## src/rtl/i2c_target_regs_if.sv

```systemverilog
// Pad-side and local-fabric signal bundle of the I2C target register block.
// The slave modport is the target's view; master is the view of whoever drives the pads and local port.
interface i2c_target_regs_if #(
    parameter int unsigned ADDR_W = 4
);
    logic              scl_in;
    logic              sda_in;
    logic              sda_oe;
    logic              reg_wr_valid;
    logic [ADDR_W-1:0] reg_wr_addr;
    logic [7:0]        reg_wr_data;
    logic [ADDR_W-1:0] local_addr;
    logic [7:0]        local_rdata;
    logic              local_we;
    logic [7:0]        local_wdata;
    logic              busy;

    modport slave (
        input  scl_in, sda_in, local_addr, local_we, local_wdata,
        output sda_oe, reg_wr_valid, reg_wr_addr, reg_wr_data, local_rdata, busy
    );

    modport master (
        output scl_in, sda_in, local_addr, local_we, local_wdata,
        input  sda_oe, reg_wr_valid, reg_wr_addr, reg_wr_data, local_rdata, busy
    );
endinterface

```

## src/rtl/i2c_target_regs.sv

```systemverilog
// I2C target with a 2^ADDR_W x 8 register file (pointer-then-data protocol) plus a local access port.
// Optional macro I2C_TARGET_GLITCH_FILTER_EN adds a 4-sample stability filter on SCL/SDA.
module i2c_target_regs #(
    parameter logic [6:0]  TARGET_ADDR = 7'h50,
    parameter int unsigned ADDR_W      = 4
) (
    input  logic              clk,
    input  logic              rst_b,
    i2c_target_regs_if.slave  bus
);
    localparam int unsigned DEPTH = 1 << ADDR_W;

    typedef enum logic [3:0] {
        S_IDLE,
        S_ADDR,
        S_ADDR_ACK,
        S_PTR,
        S_WACK,
        S_WDATA,
        S_RDATA,
        S_RACK,
        S_IGNORE
    } state_t;

    logic [1:0] scl_sync_q, sda_sync_q;
    logic       scl_cur, sda_cur;
    logic       scl_prev_q, sda_prev_q;

`ifdef I2C_TARGET_GLITCH_FILTER_EN
    logic [2:0] scl_hist_q, sda_hist_q;

    // Filtered value is combinational so the extra latency is exactly the 3 history samples.
    always_comb begin
        scl_cur = scl_prev_q;
        sda_cur = sda_prev_q;
        if ((&{scl_sync_q[1], scl_hist_q}) || !(|{scl_sync_q[1], scl_hist_q})) scl_cur = scl_sync_q[1];
        if ((&{sda_sync_q[1], sda_hist_q}) || !(|{sda_sync_q[1], sda_hist_q})) sda_cur = sda_sync_q[1];
    end

    always_ff @(posedge clk or negedge rst_b) begin
        if (!rst_b) begin
            scl_hist_q <= '1;
            sda_hist_q <= '1;
        end else begin
            scl_hist_q <= {scl_hist_q[1:0], scl_sync_q[1]};
            sda_hist_q <= {sda_hist_q[1:0], sda_sync_q[1]};
        end
    end
`else
    assign scl_cur = scl_sync_q[1];
    assign sda_cur = sda_sync_q[1];
`endif

    // Idle-high reset of the conditioning flops avoids a false edge out of reset.
    always_ff @(posedge clk or negedge rst_b) begin
        if (!rst_b) begin
            scl_sync_q <= '1;
            sda_sync_q <= '1;
            scl_prev_q <= 1'b1;
            sda_prev_q <= 1'b1;
        end else begin
            scl_sync_q <= {scl_sync_q[0], bus.scl_in};
            sda_sync_q <= {sda_sync_q[0], bus.sda_in};
            scl_prev_q <= scl_cur;
            sda_prev_q <= sda_cur;
        end
    end

    logic scl_rise, scl_fall, bus_start, bus_stop;
    assign scl_rise  =  scl_cur & ~scl_prev_q;
    assign scl_fall  = ~scl_cur &  scl_prev_q;
    assign bus_start =  scl_cur &  scl_prev_q &  sda_prev_q & ~sda_cur;
    assign bus_stop  =  scl_cur &  scl_prev_q & ~sda_prev_q &  sda_cur;

    state_t            state_q, state_d;
    logic [7:0]        shift_q, shift_d;
    logic [3:0]        cnt_q, cnt_d;
    logic [ADDR_W-1:0] ptr_q, ptr_d;
    logic              rw_q, rw_d;
    logic              ack_q, ack_d;
    logic              oe_q, oe_d;
    logic              busy_q, busy_d;
    logic              wr_valid_q, wr_valid_d;
    logic [ADDR_W-1:0] wr_addr_q, wr_addr_d;
    logic [7:0]        wr_data_q, wr_data_d;
    logic              rf_we;
    logic [7:0]        regs_q [DEPTH];
    logic [7:0]        rd_byte;

    assign rd_byte = regs_q[ptr_q];

    always_comb begin
        state_d    = state_q;
        shift_d    = shift_q;
        cnt_d      = cnt_q;
        ptr_d      = ptr_q;
        rw_d       = rw_q;
        ack_d      = ack_q;
        oe_d       = oe_q;
        busy_d     = busy_q;
        wr_valid_d = 1'b0;
        wr_addr_d  = wr_addr_q;
        wr_data_d  = wr_data_q;
        rf_we      = 1'b0;

        if (bus_start) begin
            state_d = S_ADDR;
            cnt_d   = '0;
            busy_d  = 1'b0;
            oe_d    = 1'b0;
        end else if (bus_stop) begin
            state_d = S_IDLE;
            busy_d  = 1'b0;
            oe_d    = 1'b0;
        end else begin
            case (state_q)
                S_ADDR, S_PTR, S_WDATA: begin
                    if (scl_rise && cnt_q != 4'd8) begin
                        shift_d = {shift_q[6:0], sda_cur};
                        cnt_d   = cnt_q + 4'd1;
                    end else if (scl_fall && cnt_q == 4'd8) begin
                        oe_d    = 1'b1;
                        state_d = S_WACK;
                        if (state_q == S_ADDR) begin
                            if (shift_q[7:1] == TARGET_ADDR) begin
                                busy_d  = 1'b1;
                                rw_d    = shift_q[0];
                                state_d = S_ADDR_ACK;
                            end else begin
                                oe_d    = 1'b0;
                                state_d = S_IGNORE;
                            end
                        end else if (state_q == S_PTR) begin
                            ptr_d = shift_q[ADDR_W-1:0];
                        end else begin
                            rf_we      = 1'b1;
                            wr_valid_d = 1'b1;
                            wr_addr_d  = ptr_q;
                            wr_data_d  = shift_q;
                            ptr_d      = ptr_q + ADDR_W'(1);
                        end
                    end
                end
                S_ADDR_ACK: begin
                    if (scl_fall) begin
                        cnt_d = '0;
                        if (rw_q) begin
                            shift_d = rd_byte;
                            ptr_d   = ptr_q + ADDR_W'(1);
                            oe_d    = ~rd_byte[7];
                            state_d = S_RDATA;
                        end else begin
                            oe_d    = 1'b0;
                            state_d = S_PTR;
                        end
                    end
                end
                S_WACK: begin
                    if (scl_fall) begin
                        oe_d    = 1'b0;
                        cnt_d   = '0;
                        state_d = S_WDATA;
                    end
                end
                S_RDATA: begin
                    if (scl_rise) begin
                        cnt_d = cnt_q + 4'd1;
                    end else if (scl_fall && cnt_q == 4'd8) begin
                        oe_d    = 1'b0;
                        cnt_d   = '0;
                        state_d = S_RACK;
                    end else if (scl_fall && cnt_q != 4'd0) begin
                        shift_d = {shift_q[6:0], 1'b0};
                        oe_d    = ~shift_q[6];
                    end
                end
                S_RACK: begin
                    if (scl_rise) begin
                        ack_d = ~sda_cur;
                        cnt_d = 4'd1;
                    end else if (scl_fall && cnt_q == 4'd1) begin
                        cnt_d = '0;
                        if (ack_q) begin
                            shift_d = rd_byte;
                            ptr_d   = ptr_q + ADDR_W'(1);
                            oe_d    = ~rd_byte[7];
                            state_d = S_RDATA;
                        end else begin
                            state_d = S_IGNORE;
                        end
                    end
                end
                S_IGNORE: oe_d = 1'b0;
                default:  state_d = S_IDLE;
            endcase
        end
    end

    always_ff @(posedge clk or negedge rst_b) begin
        if (!rst_b) begin
            state_q    <= S_IDLE;
            shift_q    <= '0;
            cnt_q      <= '0;
            ptr_q      <= '0;
            rw_q       <= 1'b0;
            ack_q      <= 1'b0;
            oe_q       <= 1'b0;
            busy_q     <= 1'b0;
            wr_valid_q <= 1'b0;
            wr_addr_q  <= '0;
            wr_data_q  <= '0;
        end else begin
            state_q    <= state_d;
            shift_q    <= shift_d;
            cnt_q      <= cnt_d;
            ptr_q      <= ptr_d;
            rw_q       <= rw_d;
            ack_q      <= ack_d;
            oe_q       <= oe_d;
            busy_q     <= busy_d;
            wr_valid_q <= wr_valid_d;
            wr_addr_q  <= wr_addr_d;
            wr_data_q  <= wr_data_d;
        end
    end

    // An I2C write to an index shadows a same-cycle local write to that index only.
    always_ff @(posedge clk or negedge rst_b) begin
        if (!rst_b) begin
            for (int unsigned i = 0; i < DEPTH; i++) regs_q[i] <= '0;
        end else begin
            for (int unsigned i = 0; i < DEPTH; i++) begin
                if (rf_we && ptr_q == ADDR_W'(i))
                    regs_q[i] <= shift_q;
                else if (bus.local_we && bus.local_addr == ADDR_W'(i))
                    regs_q[i] <= bus.local_wdata;
            end
        end
    end

    assign bus.sda_oe       = oe_q;
    assign bus.busy         = busy_q;
    assign bus.reg_wr_valid = wr_valid_q;
    assign bus.reg_wr_addr  = wr_addr_q;
    assign bus.reg_wr_data  = wr_data_q;
    assign bus.local_rdata  = regs_q[bus.local_addr];
endmodule

```

## src/flat_wrapper.sv

```systemverilog
// flat-port wrapper written by rule: the top's interface ports become plain ports
module i2c_target_regs_flat 
#(
    parameter logic [6:0]  TARGET_ADDR = 7'h50,
    parameter int unsigned ADDR_W      = 4
)
  (clk, rst_b, bus_scl_in, bus_sda_in, bus_local_addr, bus_local_we, bus_local_wdata, bus_sda_oe, bus_reg_wr_valid, bus_reg_wr_addr, bus_reg_wr_data, bus_local_rdata, bus_busy);
  i2c_target_regs_if #(.ADDR_W(ADDR_W)) bus_i ();
  input  logic clk;
  input  logic rst_b;
  input wire logic [$bits(bus_i.scl_in)-1:0] bus_scl_in;
  input wire logic [$bits(bus_i.sda_in)-1:0] bus_sda_in;
  input wire logic [$bits(bus_i.local_addr)-1:0] bus_local_addr;
  input wire logic [$bits(bus_i.local_we)-1:0] bus_local_we;
  input wire logic [$bits(bus_i.local_wdata)-1:0] bus_local_wdata;
  output wire logic [$bits(bus_i.sda_oe)-1:0] bus_sda_oe;
  output wire logic [$bits(bus_i.reg_wr_valid)-1:0] bus_reg_wr_valid;
  output wire logic [$bits(bus_i.reg_wr_addr)-1:0] bus_reg_wr_addr;
  output wire logic [$bits(bus_i.reg_wr_data)-1:0] bus_reg_wr_data;
  output wire logic [$bits(bus_i.local_rdata)-1:0] bus_local_rdata;
  output wire logic [$bits(bus_i.busy)-1:0] bus_busy;
  assign bus_i.scl_in = bus_scl_in;
  assign bus_i.sda_in = bus_sda_in;
  assign bus_i.local_addr = bus_local_addr;
  assign bus_i.local_we = bus_local_we;
  assign bus_i.local_wdata = bus_local_wdata;
  assign bus_sda_oe = bus_i.sda_oe;
  assign bus_reg_wr_valid = bus_i.reg_wr_valid;
  assign bus_reg_wr_addr = bus_i.reg_wr_addr;
  assign bus_reg_wr_data = bus_i.reg_wr_data;
  assign bus_local_rdata = bus_i.local_rdata;
  assign bus_busy = bus_i.busy;
  i2c_target_regs #(.TARGET_ADDR(TARGET_ADDR), .ADDR_W(ADDR_W)) u_core (.clk(clk), .rst_b(rst_b), .bus(bus_i));
endmodule
```

## config.mk

```make
export PLATFORM = sky130hd
export DESIGN_NAME = i2c_target_regs_flat
export DESIGN_NICKNAME = d
export VERILOG_FILES = /design/src/rtl/i2c_target_regs_if.sv /design/src/rtl/i2c_target_regs.sv /design/src/flat_wrapper.sv
export SDC_FILE = /design/constraint.sdc
export NUM_CORES = 1
export LEC_CHECK = 0
export BUFFER_PORTS_ARGS = -buffer_cell sky130_fd_sc_hd__buf_4
export CAP_MARGIN = 10
export CORE_MARGIN = 1.5
export CORE_UTILIZATION = 55
export CTS_BUF_LIST = sky130_fd_sc_hd__clkbuf_8
export DETAILED_ROUTE_END_ITERATION = 7
export GPL_TIMING_DRIVEN = 0
export MAX_ROUTING_LAYER = met4
export PLACE_DENSITY_LB_ADDON = 0.1
export SLEW_MARGIN = 20
export SYNTH_ARGS = -nofsm -noshare
export SYNTH_HDL_FRONTEND = slang
export SYNTH_SLANG_ARGS = --single-unit
export TNS_END_PERCENT = 50
```

## constraint.sdc

```tcl
create_clock -name clk -period 6.28 [get_ports clk]
set_clock_uncertainty 0.2 [all_clocks]
set_input_delay 0.314 -clock clk [delete_from_list [all_inputs] [get_ports clk]]
set_output_delay 0.314 -clock clk [all_outputs]
set_load 0.02 [all_outputs]
```

### After elaboration in Yosys (flattened, before gate mapping)

Index checks and enable logic that the tools add are counted.
Widths: inputs -> output; s select.

* memories kept: 0
* bits in latches: 0
* register bits: 171
* word-level logic and storage cells: 312
* bits in read-only memories: 0
* memory bits (writable): 0
* input port bits: 17
* output and inout bits: 23

* bitwise logic cells: 20
* shifts and indexed selects: 0
* add/sub/neg operators: 2
* reductions and logical operators: 74
* div/mod/pow operators: 0
* multiply operators: 0
* equal/unequal tests: 71
* order comparisons: 2
* mux-type cells: 112

Operators by type and width (count)
* $mux 8: 45
* $mux 4: 30
* $eq 4x4->1 const B: 18
* $bmux 8 s4: 2
* $eq 4x3->1 const B: 12
* $logic_and 1x1->1: 36
* $ne 4x1->1 const B: 8
* $pmux 8 s4: 1
* $reduce_bool 2->1: 16
* $mux 1: 29
* $eq 4x2->1 const B: 6
* $pmux 4 s6: 1
* $eq 4x1->1 const B: 4
* $ne 2x1->1 const B: 8
* $pmux 4 s4: 1
* $reduce_bool 3->1: 5
* $reduce_and 7->1: 2
* $ne 3x1->1 const B: 4
* $ne 4x4->1 const B: 3
* $pmux 4 s3: 1
* $reduce_and 12->1: 1
* $not 1->1: 11
* $reduce_and 11->1: 1
* $ge 5x5->1 const B: 2
* other kinds (20): 34

### Logic depth before layout (Yosys ltp)

Gate-level depths: netlist of the first run.

* word-level depth: 11
* gate-level depth with buffers: 10

### Least setup slack after synthesis of the first run

Ideal clock, no wire load.

* path kind: register to register
* from: register u_core.ptr_q[1]
* to: register u_core.regs_q[23] in the netlist's numbering
* data required time: 6.003 ns
* data arrival time: 2.235 ns
* setup time: 0.077 ns
* cell stages (with the launch flop): 10
* period minus slack after synthesis: 2.512 ns
* slack: 3.768 ns
* cells stage by stage: dfrtp_1 buf_2 clkbuf_1 clkbuf_1 inv_1 ha_1 nand4_1 clkbuf_1 nor2_1 a21oi_1

* word-level cells in the longest chain between the ends: 3

Ends and longest elaborated chain
* start, declared: line i2c_target_regs.sv:78 `logic [ADDR_W-1:0] ptr_q, ptr_d;`
* start signal, assigned: line i2c_target_regs.sv:216 `ptr_q <= ptr_d;`
* $eq 4x4->1 (*): line i2c_target_regs.sv:233 `if (rf_we && ptr_q == ADDR_W'(i))`
* $logic_and 1x1->1 (*): line i2c_target_regs.sv:233
* $mux 8 / $reduce_bool 2->1 (equally long branches)
* end signal, assigned by index: line i2c_target_regs.sv:234 `regs_q[i] <= shift_q;`
* end signal, assigned by index: line i2c_target_regs.sv:236 `regs_q[i] <= bus.local_wdata;`
* end, declared: line i2c_target_regs.sv:87 `logic [7:0] regs_q [DEPTH];`

Mark *: on every way between the ends. The rest lies on a longest branch, timed or not.
A chain may end at the register's enable or synchronous reset.

### Worst setup path in the final report of the first run

* from: register u_core.ptr_q[1]
* to: register u_core.regs_q[18] in the netlist's numbering

The elaborated chain is that of the path after synthesis.

==> impl_metrics.py, run 1 <==
metrics = {
    "synthesis": {
        "avgSynthCellArea_sq_um": 10.6,
        "synth.area.top_cells": "dfrtp_1 (40%), mux4_2 (16%), mux2i_1 (13%), a21oi_1 (7.0%), nor2_1 (5.8%)",
        "seq_area_frac_synth": 0.414,
        "async_flop_share": 1.00,
        "muxShareOfSynthArea": 0.316,
        "yosys-top-cells-count": "dfrtp_1 (165), nor2_1 (161), a21oi_1 (144), mux2i_1 (134), mux4_2 (72)",
        "synth_compound_area_frac": 0.105,
        "synthSimpleGateAreaFrac": 0.119,
        "synthAdderAreaFrac": 0.00847,
        "syn_nets": 996,
        "synth_top_family_by_area": "multiplexers",
        "synth_top_area_cell": "dfrtp_1",
        "syn_inst": 972,
        "synth-edff-count": 0,
        "ys_seq_elements": 171,
        "synthXorXnorAreaFrac": 0.00254,
        "synth_top_area_share": 0.399,
        "synth_flop_cell": "dfrtp_1",
        "ys_warn_count": 0,
        "ys_types": 57,
        "synth_most_common_cell": "dfrtp_1",
        "syn_area_sq_mm": 0.0103,
    },
    "floorplanning": {
        "initial_core_util": 0.568,
        "core_area_sq_mm": 0.0182,
        "die_y_microns": 140,
        "ioPinCount": 40,
        "row_count": 49,
        "fp.dieW_microns": 140,
        "fp.dieArea_sq_mm": 0.0196,
    },
    "route": {
        "antenna_left": 0,
        "firstDrtPassIters": 8,
        "drt_wl_total_microns": 34100,
        "via_per_inst": 6.66,
        "drc": 0,
        "routedWlPerCell_microns": 26.7,
        "drt_iter0_markers": 947,
        "num_vias": 8493,
    },
    "clock_tree": {
        "clk_latency_ps": 490,
        "cts_tree": "yes",
        "cts_sinks": 171,
        "clockRootBuffer": "clkbuf_8",
        "clk_pin_slew_ps": 100,
        "cts_made_buffers": 17,
        "cts.path.max_buffers": 2,
        "htreeDepth": 4,
        "cts_setup_buffers": 0,
    },
    "timing": {
        "fmax_ghz": 0.255,
        "rsz0062_at_grt": "false",
        "fin_ws_ps": 2360,
        "relSlewSlack": 0.243,
        "worstMarginPinSlew_ps": 1130,
        "setup_violations": 0,
        "layout_min_cycle_time_ps": 3920,
        "hold_violations": 0,
        "slew_violations": 0,
        "min_period_over_period": 0.624,
        "finalSetupTns_ps": 0,
    },
    "power_and_ir_drop": {
        "p_leak_nw": 4.93,
        "p_per_area_mw_per_mm2": 287,
        "p_total_w": 0.00328,
        "ir_drop_mv": 0.200,
    },
    "critical_path": {
        "cp_data_required_time_ps": 6420,
        "critical_path.max_fanout": 10,
        "crit_arrival_ps": 4060,
        "cp-end-kind": "flip-flop",
        "critical_path_class": "reg2reg",
        "cp-start-kind": "flip-flop",
    },
    "place": {
        "io_buffer_count": 38,
        "placed_area_sq_mm": 0.0110,
        "dp_slack_ps": 2480,
        "gp_congestion": 1.02,
        "hpwl_microns": 23500,
    },
    "grt": {
        "grt_pass1_wl_microns": 51600,
        "overflow": 0,
        "grt_pass1_vias": 8339,
        "antenna_found_initial": 1,
        "gr-usage-all-layers": 0.373,
        "grt_max_degree": 93,
    },
    "job": {
        "drv_cap": 0,
    },
    "final_layout": {
        "syn_to_final_growth_pct": 10.3,
        "drive_gt1_frac": 0.190,
        "n_fill_cell": 1505,
        "final_nets": 1058,
        "final_cell_area_sq_mm": 0.0114,
    },
    "outcome": {
        "status": "finished clean",
    },
    "min_path": {
        "min_path_type": "in2reg",
    },
}
-- registers in the layout, summed over array words and instances (netlist names) --
name and cells:
u_core.sda_sync_q 2, u_core.scl_sync_q 2, u_core.bus.reg_wr_addr 4, u_core.state_q 4, u_core.bus.reg_wr_valid 1, u_core.ptr_q 4
u_core.bus.reg_wr_data 8, u_core.shift_q 8, u_core.bus.busy 1, u_core.rw_q 1, u_core.bus.sda_oe 1, u_core.scl_prev_q 1
u_core.ack_q 1, u_core.cnt_q 4, u_core.sda_prev_q 1, u_core.regs_q 128
-- final cells by class --
cell class                      instances  area [sq um]  area share
Buffer                                 79           332      0.0291
Antenna cell                            1          2.50    0.000219
Sequential cell                       171          4290       0.376
Multi-Input combinational cell        714          5700       0.500
Inverter                                8          30.0     0.00263
Timing Repair Buffer                   43           365      0.0320
Clock inverter                         13           158      0.0138
Clock buffer                           18           248      0.0217
Tap cell                              229           287      0.0251
-- cell usage in the layout (no fill, tap or decap), types with 3 or more instances in the layout --
cell type / n
dfrtp_1: 165
nor2_1: 159
a21oi_1: 144
mux2i_1: 134
mux4_2: 72
clkbuf_1: 49
buf_4: 39
nand2_1: 38
mux2_2: 24
nand3_1: 21
clkbuf_8: 18
buf_2: 16
a22oi_1: 15
o21ai_0: 13
buf_1: 11
nor3_1: 11
ha_1: 7
inv_1: 6
nand2b_1: 6
nand3b_1: 6
nand4_1: 6
dfstp_2: 6
nor2b_1: 5
nor3b_1: 4
or3_1: 4
inv_6: 4
xnor2_1: 3
mux2_1: 3
a31oi_1: 3
inv_8: 3
dlygate4sd3_1: 3
-- metal layers --
metal | share of wire | global-route usage | vias up
met5 | 0 | - | -
met4 | 0.058 | 0.200 | 0
met3 | 0.086 | 0.0920 | 95
met2 | 0.46 | 0.556 | 473
met1 | 0.39 | 0.472 | 4221
li1 | - | - | 3704
-- where the power goes --
group | switching, W | leakage, nW | total [W] | internal, W
combinational | 0.000507 | 2.75 | 0.000940 | 0.000433
clock | 0.000467 | 0.202 | 0.000842 | 0.000375
sequential | 0.000178 | 1.98 | 0.00150 | 0.00132
-- repair_timing --
item | in CTS | in global routing
hold buffers | 3 | 0
gates resized for setup | 0 | 0
endpoints found under the hold margin | 87 | 0
-- through the flow --
stage / hold WS [ps] / cells / util
5_1_grt: 24.4 / 1276 / 0.627
2_1_floorplan: -182 / 972 / -
6_report: 11.6 / 1276 / 0.627
3_5_place_dp: 147 / 1241 / 0.602
4_1_cts: 9.23 / 1275 / 0.626
3_3_place_gp: 152 / 1239 / 0.600
-- kinds of logic (layout without fill, tap and decap cells) --
kind of cell,Yosys count,count (layout)
compound gates,194,194
xor+xnor,3,3
fa+ha+maj,7,7
buf+inv,87,161
flops,171,171
mux,233,233
other cells,0,1
simple gates,277,277
-- critical path: stages, from the launching register on --
cell,delay [ps]
dfrtp_1,400
buf_2,340
clkbuf_1,640
clkbuf_1,670
inv_1,160
ha_1,310
nand4_1,380
clkbuf_1,490
a21oi_1,160
-- worst paths after layout --
check                                     startpoint  cells past startpoint  slack (ps)                   end
worst min-delay path              bus_local_wdata[2]                      3          10      u_core.regs_q[2]
worst max register to register       u_core.ptr_q[1]                      8        2360     u_core.regs_q[18]
worst min register to register  u_core.sda_sync_q[0]                      0         160  u_core.sda_sync_q[1]
min in group asynchronous                      rst_b                      2         220    u_core.regs_q[116]
max in group asynchronous                      rst_b                      3        4790     u_core.state_q[1]
worst max-delay path                 u_core.ptr_q[1]                      8        2360     u_core.regs_q[18]
Power figures use the tool's default switching activity.
==> run 2, diff against run 1 <==
- clock period: 6.28 -> 3.6 ns (I/O delays scaled with it)
==> run 2 against run 1 <==
Compared with the run above: design area increased by 0.68%; setup slack got worse by 2000 ps; non-clock buffer count increased by 7; final cell count increased by 0.55%; sequential share of layout area decreased by 0.25 points; maximum frequency increased by 21%; flip-flop and latch count unchanged; critical path type unchanged; highest routed layer unchanged.
==> impl_metrics.py, run 2 (synthesis gave the netlist of run 1 again) <==
metrics = {
    "outcome": {
        "status": "finished clean",
    },
    "place": {
        "io_buffer_count": 38,
        "gp_congestion": 1.02,
        "dp.cells": 1241,
        "hpwl_microns": 23500,
    },
    "route": {
        "num_vias": 8481,
        "drt_iter0_markers": 907,
        "drt_wl_total_microns": 34100,
        "firstDrtPassIters": 8,
        "via_per_inst": 6.61,
        "routedWlPerCell_microns": 26.6,
        "drc": 0,
        "antenna_left": 0,
    },
    "final_layout": {
        "final_common_cell": "dfrtp_1",
        "largest_reg_flops": 128,
        "stdcell_count": 1283,
        "drive_gt1_frac": 0.190,
        "final_nets": 1065,
        "largest-register": "u_core.regs_q",
        "final_cell_mix": "dfrtp_1 (165), nor2_1 (159), a21oi_1 (144), mux2i_1 (134), mux4_2 (72)",
        "syn_to_final_growth_pct": 11.0,
    },
    "critical_path": {
        "critPathSlowestCell": "clkbuf_1",
        "cp_data_required_time_ps": 3810,
        "r2r-start": "u_core.ptr_q[0]",
        "crit_arrival_ps": 3450,
        "critical_path_class": "reg2reg",
        "crit_path_max_incr_delay_ps": 470,
        "cp-start-kind": "flip-flop",
        "crit_path_start": "u_core.ptr_q[0]",
        "critical_path.max_fanout": 10,
        "path_common_cell": "buf_2",
        "crit_chain": "buf_2 -> buf_4 -> buf_2 -> inv_1 -> ha_1 -> nand4_1 -> clkbuf_1 -> nor2_1 -> a21oi_1",
        "cp-end-kind": "flip-flop",
    },
    "timing": {
        "relSlewSlack": 0.234,
        "min_period_over_period": 0.898,
        "setup_violations": 0,
        "finalSetupTns_ps": 0,
        "worstMarginPinSlew_ps": 1140,
        "fmax_ghz": 0.309,
        "layout_min_cycle_time_ps": 3230,
        "rsz0062_at_grt": "false",
        "hold_violations": 0,
        "slew_violations": 0,
    },
    "clock_tree": {
        "cts_made_buffers": 17,
        "cts_sinks": 171,
        "clk_latency_ps": 490,
        "cts_setup_buffers": 0,
        "htreeDepth": 4,
        "clockRootBuffer": "clkbuf_8",
        "clk_pin_slew_ps": 110,
        "cts_tree": "yes",
        "cts.path.max_buffers": 2,
    },
    "min_path": {
        "min_path_type": "in2async",
    },
    "grt": {
        "busiest_layer": "met2",
        "use_met3": 0.0940,
        "antenna_found_initial": 1,
        "overflow": 0,
        "grt_pass1_vias": 8384,
        "grt_max_degree": 93,
        "gr-usage-all-layers": 0.373,
        "grt_pass1_wl_microns": 51600,
        "grtUsageMet2": 0.556,
        "grtUsageMet1": 0.473,
    },
    "power_and_ir_drop": {
        "p_per_area_mw_per_mm2": 498,
        "ir_drop_mv": 0.346,
        "p_leak_nw": 4.97,
    },
    "job": {
        "drv_cap": 0,
    },
    "floorplanning": {
        "fp.dieW_microns": 140,
        "initial_core_util": 0.568,
        "core_area_sq_mm": 0.0182,
        "row_count": 49,
        "fp.dieArea_sq_mm": 0.0196,
        "ioPinCount": 40,
        "die_y_microns": 140,
    },
}
## run 2: worst max-delay path, delay by kind of cell (launching register included)
kind / cells / cell delay, ps
AND/OR/NAND/NOR: 2 / 470
buffers and inverters: 5 / 1560
flip-flops: 1 / 450
adder cells (fa/ha/maj): 1 / 310
AO/OA/AOI/OAI: 1 / 150
## run 2: layout make-up
| cell class | count | area (sq um) |
|---|---|---|
| Antenna cell | 1 | 2.50 |
| Buffer | 78 | 329 |
| Clock buffer | 18 | 248 |
| Clock inverter | 13 | 158 |
| Fill cell | 1496 | 6720 |
| Inverter | 8 | 30.0 |
| Multi-Input combinational cell | 714 | 5700 |
| Sequential cell | 171 | 4290 |
| Tap cell | 229 | 287 |
| Timing Repair Buffer | 51 | 445 |
## run 2: per-stage QoR
| stage | power, W | util | instance area (sq um) | worst slack (ps) | hold WS (ps) |
|---|---|---|---|---|---|
| after floorplan | 0.00363 | - | 10300 | 1090 | -316 |
| after global placement | 0.00418 | 0.600 | 10900 | -138 | 91.1 |
| after detailed placement | 0.00423 | 0.602 | 11000 | -202 | 49.9 |
| after CTS | 0.00568 | 0.631 | 11500 | 18.5 | 125 |
| after global routing | 0.00595 | 0.631 | 11500 | 150 | 165 |
| final | 0.00572 | 0.631 | 11500 | 367 | 88.5 |
## run 2: report_power, final
part / switching [W] / internal (W) / leakage, nW / total (W)
Combinational: 0.000880 / 0.000760 / 2.79 / 0.00164
Clock: 0.000819 / 0.000654 / 0.202 / 0.00147
Sequential: 0.000308 / 0.00230 / 1.98 / 0.00261
Total: 0.00201 / 0.00372 / 4.97 / 0.00572
## run 2: path summary, 6_finish.rpt
check | to | slack [ps] | cells past startpoint
worst max-delay path | u_core.regs_q[14] | 370 | 9
min in group clk | u_core.scl_sync_q[0] | 150 | 2
worst min-delay path | u_core.regs_q[116] | 90 | 2
worst max register to register | u_core.regs_q[14] | 370 | 9
max in group asynchronous | u_core.bus.reg_wr_data[0] | 2220 | 3
worst min register to register | u_core.sda_sync_q[1] | 160 | 0
## run 2: what timing repair did
action,in CTS,in global routing
hold endpoints to repair,141,0
setup endpoints to repair,56,39
gates resized for setup,1,0
pin swaps,0,0
hold buffers,11,0
## run 2: per-layer routing
layer | up-vias | part of all wire
met2 | 491 | 0.46
met4 | 0 | 0.062
li1 | 3714 | -
met1 | 4164 | 0.39
met3 | 112 | 0.094
met5 | - | 0
==> run 3, diff against run 2 <==
- clock period: 3.6 -> 3.3 ns (I/O delays scaled with it)
==> run 3 against run 2 <==
Compared with the run above: power increased by 9.4%; critical path type unchanged; utilization rose by 0.055 points; critical path depth fell by 2; combinational power up 9.8%; largest cell class unchanged; sequential share of layout area about the same; global-route usage about the same; setup slack got worse by 150 ps.
==> impl_metrics.py, run 3 (synthesis gave the netlist of run 1 again) <==
metrics = {
    "outcome": {
        "status": "finished clean",
    },
    "floorplanning": {
        "initial_core_util": 0.568,
        "ioPinCount": 40,
        "fp.dieArea_sq_mm": 0.0196,
        "die_y_microns": 140,
        "core_area_sq_mm": 0.0182,
        "fp.dieW_microns": 140,
        "row_count": 49,
    },
    "route": {
        "antenna_left": 0,
        "via_per_inst": 6.69,
        "routedWlPerCell_microns": 26.7,
        "num_vias": 8582,
        "drt_wl_total_microns": 34200,
        "drt_iter0_markers": 853,
        "firstDrtPassIters": 6,
        "drc": 0,
    },
    "clock_tree": {
        "cts_sinks": 171,
        "cts_tree": "yes",
        "clockRootBuffer": "clkbuf_8",
        "htreeDepth": 4,
        "clk_latency_ps": 500,
        "clk_pin_slew_ps": 110,
        "cts.path.max_buffers": 2,
        "cts_made_buffers": 17,
    },
    "power_and_ir_drop": {
        "p_sw_frac": 0.353,
        "p_leak_nw": 4.98,
        "p_int_w": 0.00405,
        "p_seq_frac": 0.455,
        "p_clk_frac": 0.258,
        "p_per_area_mw_per_mm2": 544,
        "comb_power_share": 0.287,
        "switchingPower_w": 0.00221,
        "ir_drop_mv": 0.379,
    },
    "timing": {
        "layout_min_cycle_time_ps": 3080,
        "setup_violations": 0,
        "relSlewSlack": 0.246,
        "fin_ws_ps": 217,
        "min_period_over_period": 0.934,
        "slew_violations": 0,
        "rsz0062_at_grt": "true",
        "worstMarginPinSlew_ps": 1130,
        "fmax_ghz": 0.324,
        "hold_violations": 0,
    },
    "place": {
        "hpwl_microns": 23500,
        "placed_area_sq_mm": 0.0110,
        "dp_slack_ps": -502,
        "io_buffer_count": 38,
        "gp_congestion": 1.02,
    },
    "grt": {
        "grt_max_degree": 93,
        "overflow": 0,
        "gr-usage-all-layers": 0.373,
        "antenna_found_initial": 1,
        "grt_pass1_wl_microns": 51600,
        "grt_pass1_vias": 8368,
    },
    "critical_path": {
        "critical_path_class": "reg2reg",
        "crit_path_max_incr_delay_ps": 570,
        "critPathSlowestCell": "mux4_2",
        "crit_chain": "buf_2 -> buf_4 -> buf_4 -> mux4_2 -> a22oi_1 -> nand2_1 -> mux2_2",
        "cp_data_required_time_ps": 3470,
        "r2r_setup_slack_ps": 220,
        "critPathTopFamily": "buffers and inverters",
        "cp-start-kind": "flip-flop",
        "path_common_cell": "buf_4",
        "cp_num_buf_inv": 3,
        "critical_path.max_fanout": 10,
        "crit_arrival_ps": 3250,
        "cp-end-kind": "flip-flop",
    },
    "final_layout": {
        "final_common_cell": "dfrtp_1",
        "largest-register": "u_core.regs_q",
        "final_nets": 1065,
        "multi_input_area_sq_mm": 0.00570,
        "largest_reg_flops": 128,
        "seq_area_sq_mm": 0.00429,
        "final_cell_area_sq_mm": 0.0115,
        "syn_to_final_growth_pct": 11.1,
        "fin_util": 0.631,
        "final_cell_mix": "dfrtp_1 (165), nor2_1 (159), a21oi_1 (144), mux2i_1 (134), mux4_2 (72)",
        "n_fill_cell": 1493,
        "drive_gt1_frac": 0.196,
    },
    "min_path": {
        "min_path_type": "in2async",
    },
    "job": {
        "drv_cap": 0,
    },
}
[run 3: timing repair]
action                                 in CTS  in global routing
hold buffers                               11                  0
pin swaps                                   0                  1
resized for setup                           1                 13
setup buffers                               0                  0
cloned                                      0                  0
setup endpoints to repair                  68                 48
endpoints found under the hold margin     141                  0
[run 3: final timing paths]
path                                      start                         to  cells after the start
setup / recovery                u_core.ptr_q[0]          u_core.shift_q[0]                      7
hold reg to reg            u_core.sda_sync_q[0]       u_core.sda_sync_q[1]                      0
hold / removal                            rst_b         u_core.regs_q[116]                      2
min in group clk                     bus_scl_in       u_core.scl_sync_q[0]                      2
max in group asynchronous                 rst_b  u_core.bus.reg_wr_data[0]                      3
setup reg to reg                u_core.ptr_q[0]          u_core.shift_q[0]                      7
[run 3: metrics by stage]
step | setup TNS [ps] | cells | hold WS, ps | total power [W]
floorplan | 0 | 972 | -331 | 0.00396
global placement | -21240 | 1239 | 76.1 | 0.00456
detailed placement | -24780 | 1241 | 34.9 | 0.00461
CTS | 0 | 1282 | 110 | 0.00619
global route | -75.6 | 1283 | 150 | 0.00649
finish | 0 | 1283 | 74.3 | 0.00626
[run 3: layout make-up]
class,count,area share
Sequential cell,171,0.373
Buffer,78,0.0295
Clock inverter,13,0.0137
Inverter,8,0.00261
Antenna cell,1,0.000218
Clock buffer,18,0.0215
Tap cell,229,0.0249
Timing Repair Buffer,51,0.0387
Multi-Input combinational cell,714,0.496
[run 3: per-layer routing]
layer	GRT usage	share of wire
met5	-	0
met4	0.198	0.060
met3	0.0978	0.093
met2	0.555	0.46
met1	0.471	0.39
[run 3: power by group through the flow]
stage	combinational [W]	clock, W	sequential [W]
global placement	0.00171	0	0.00285
global route	0.00191	0.00169	0.00289
finish	0.00180	0.00161	0.00285
detailed placement	0.00175	0	0.00286
CTS	0.00176	0.00160	0.00283
floorplan	0.00120	0	0.00276
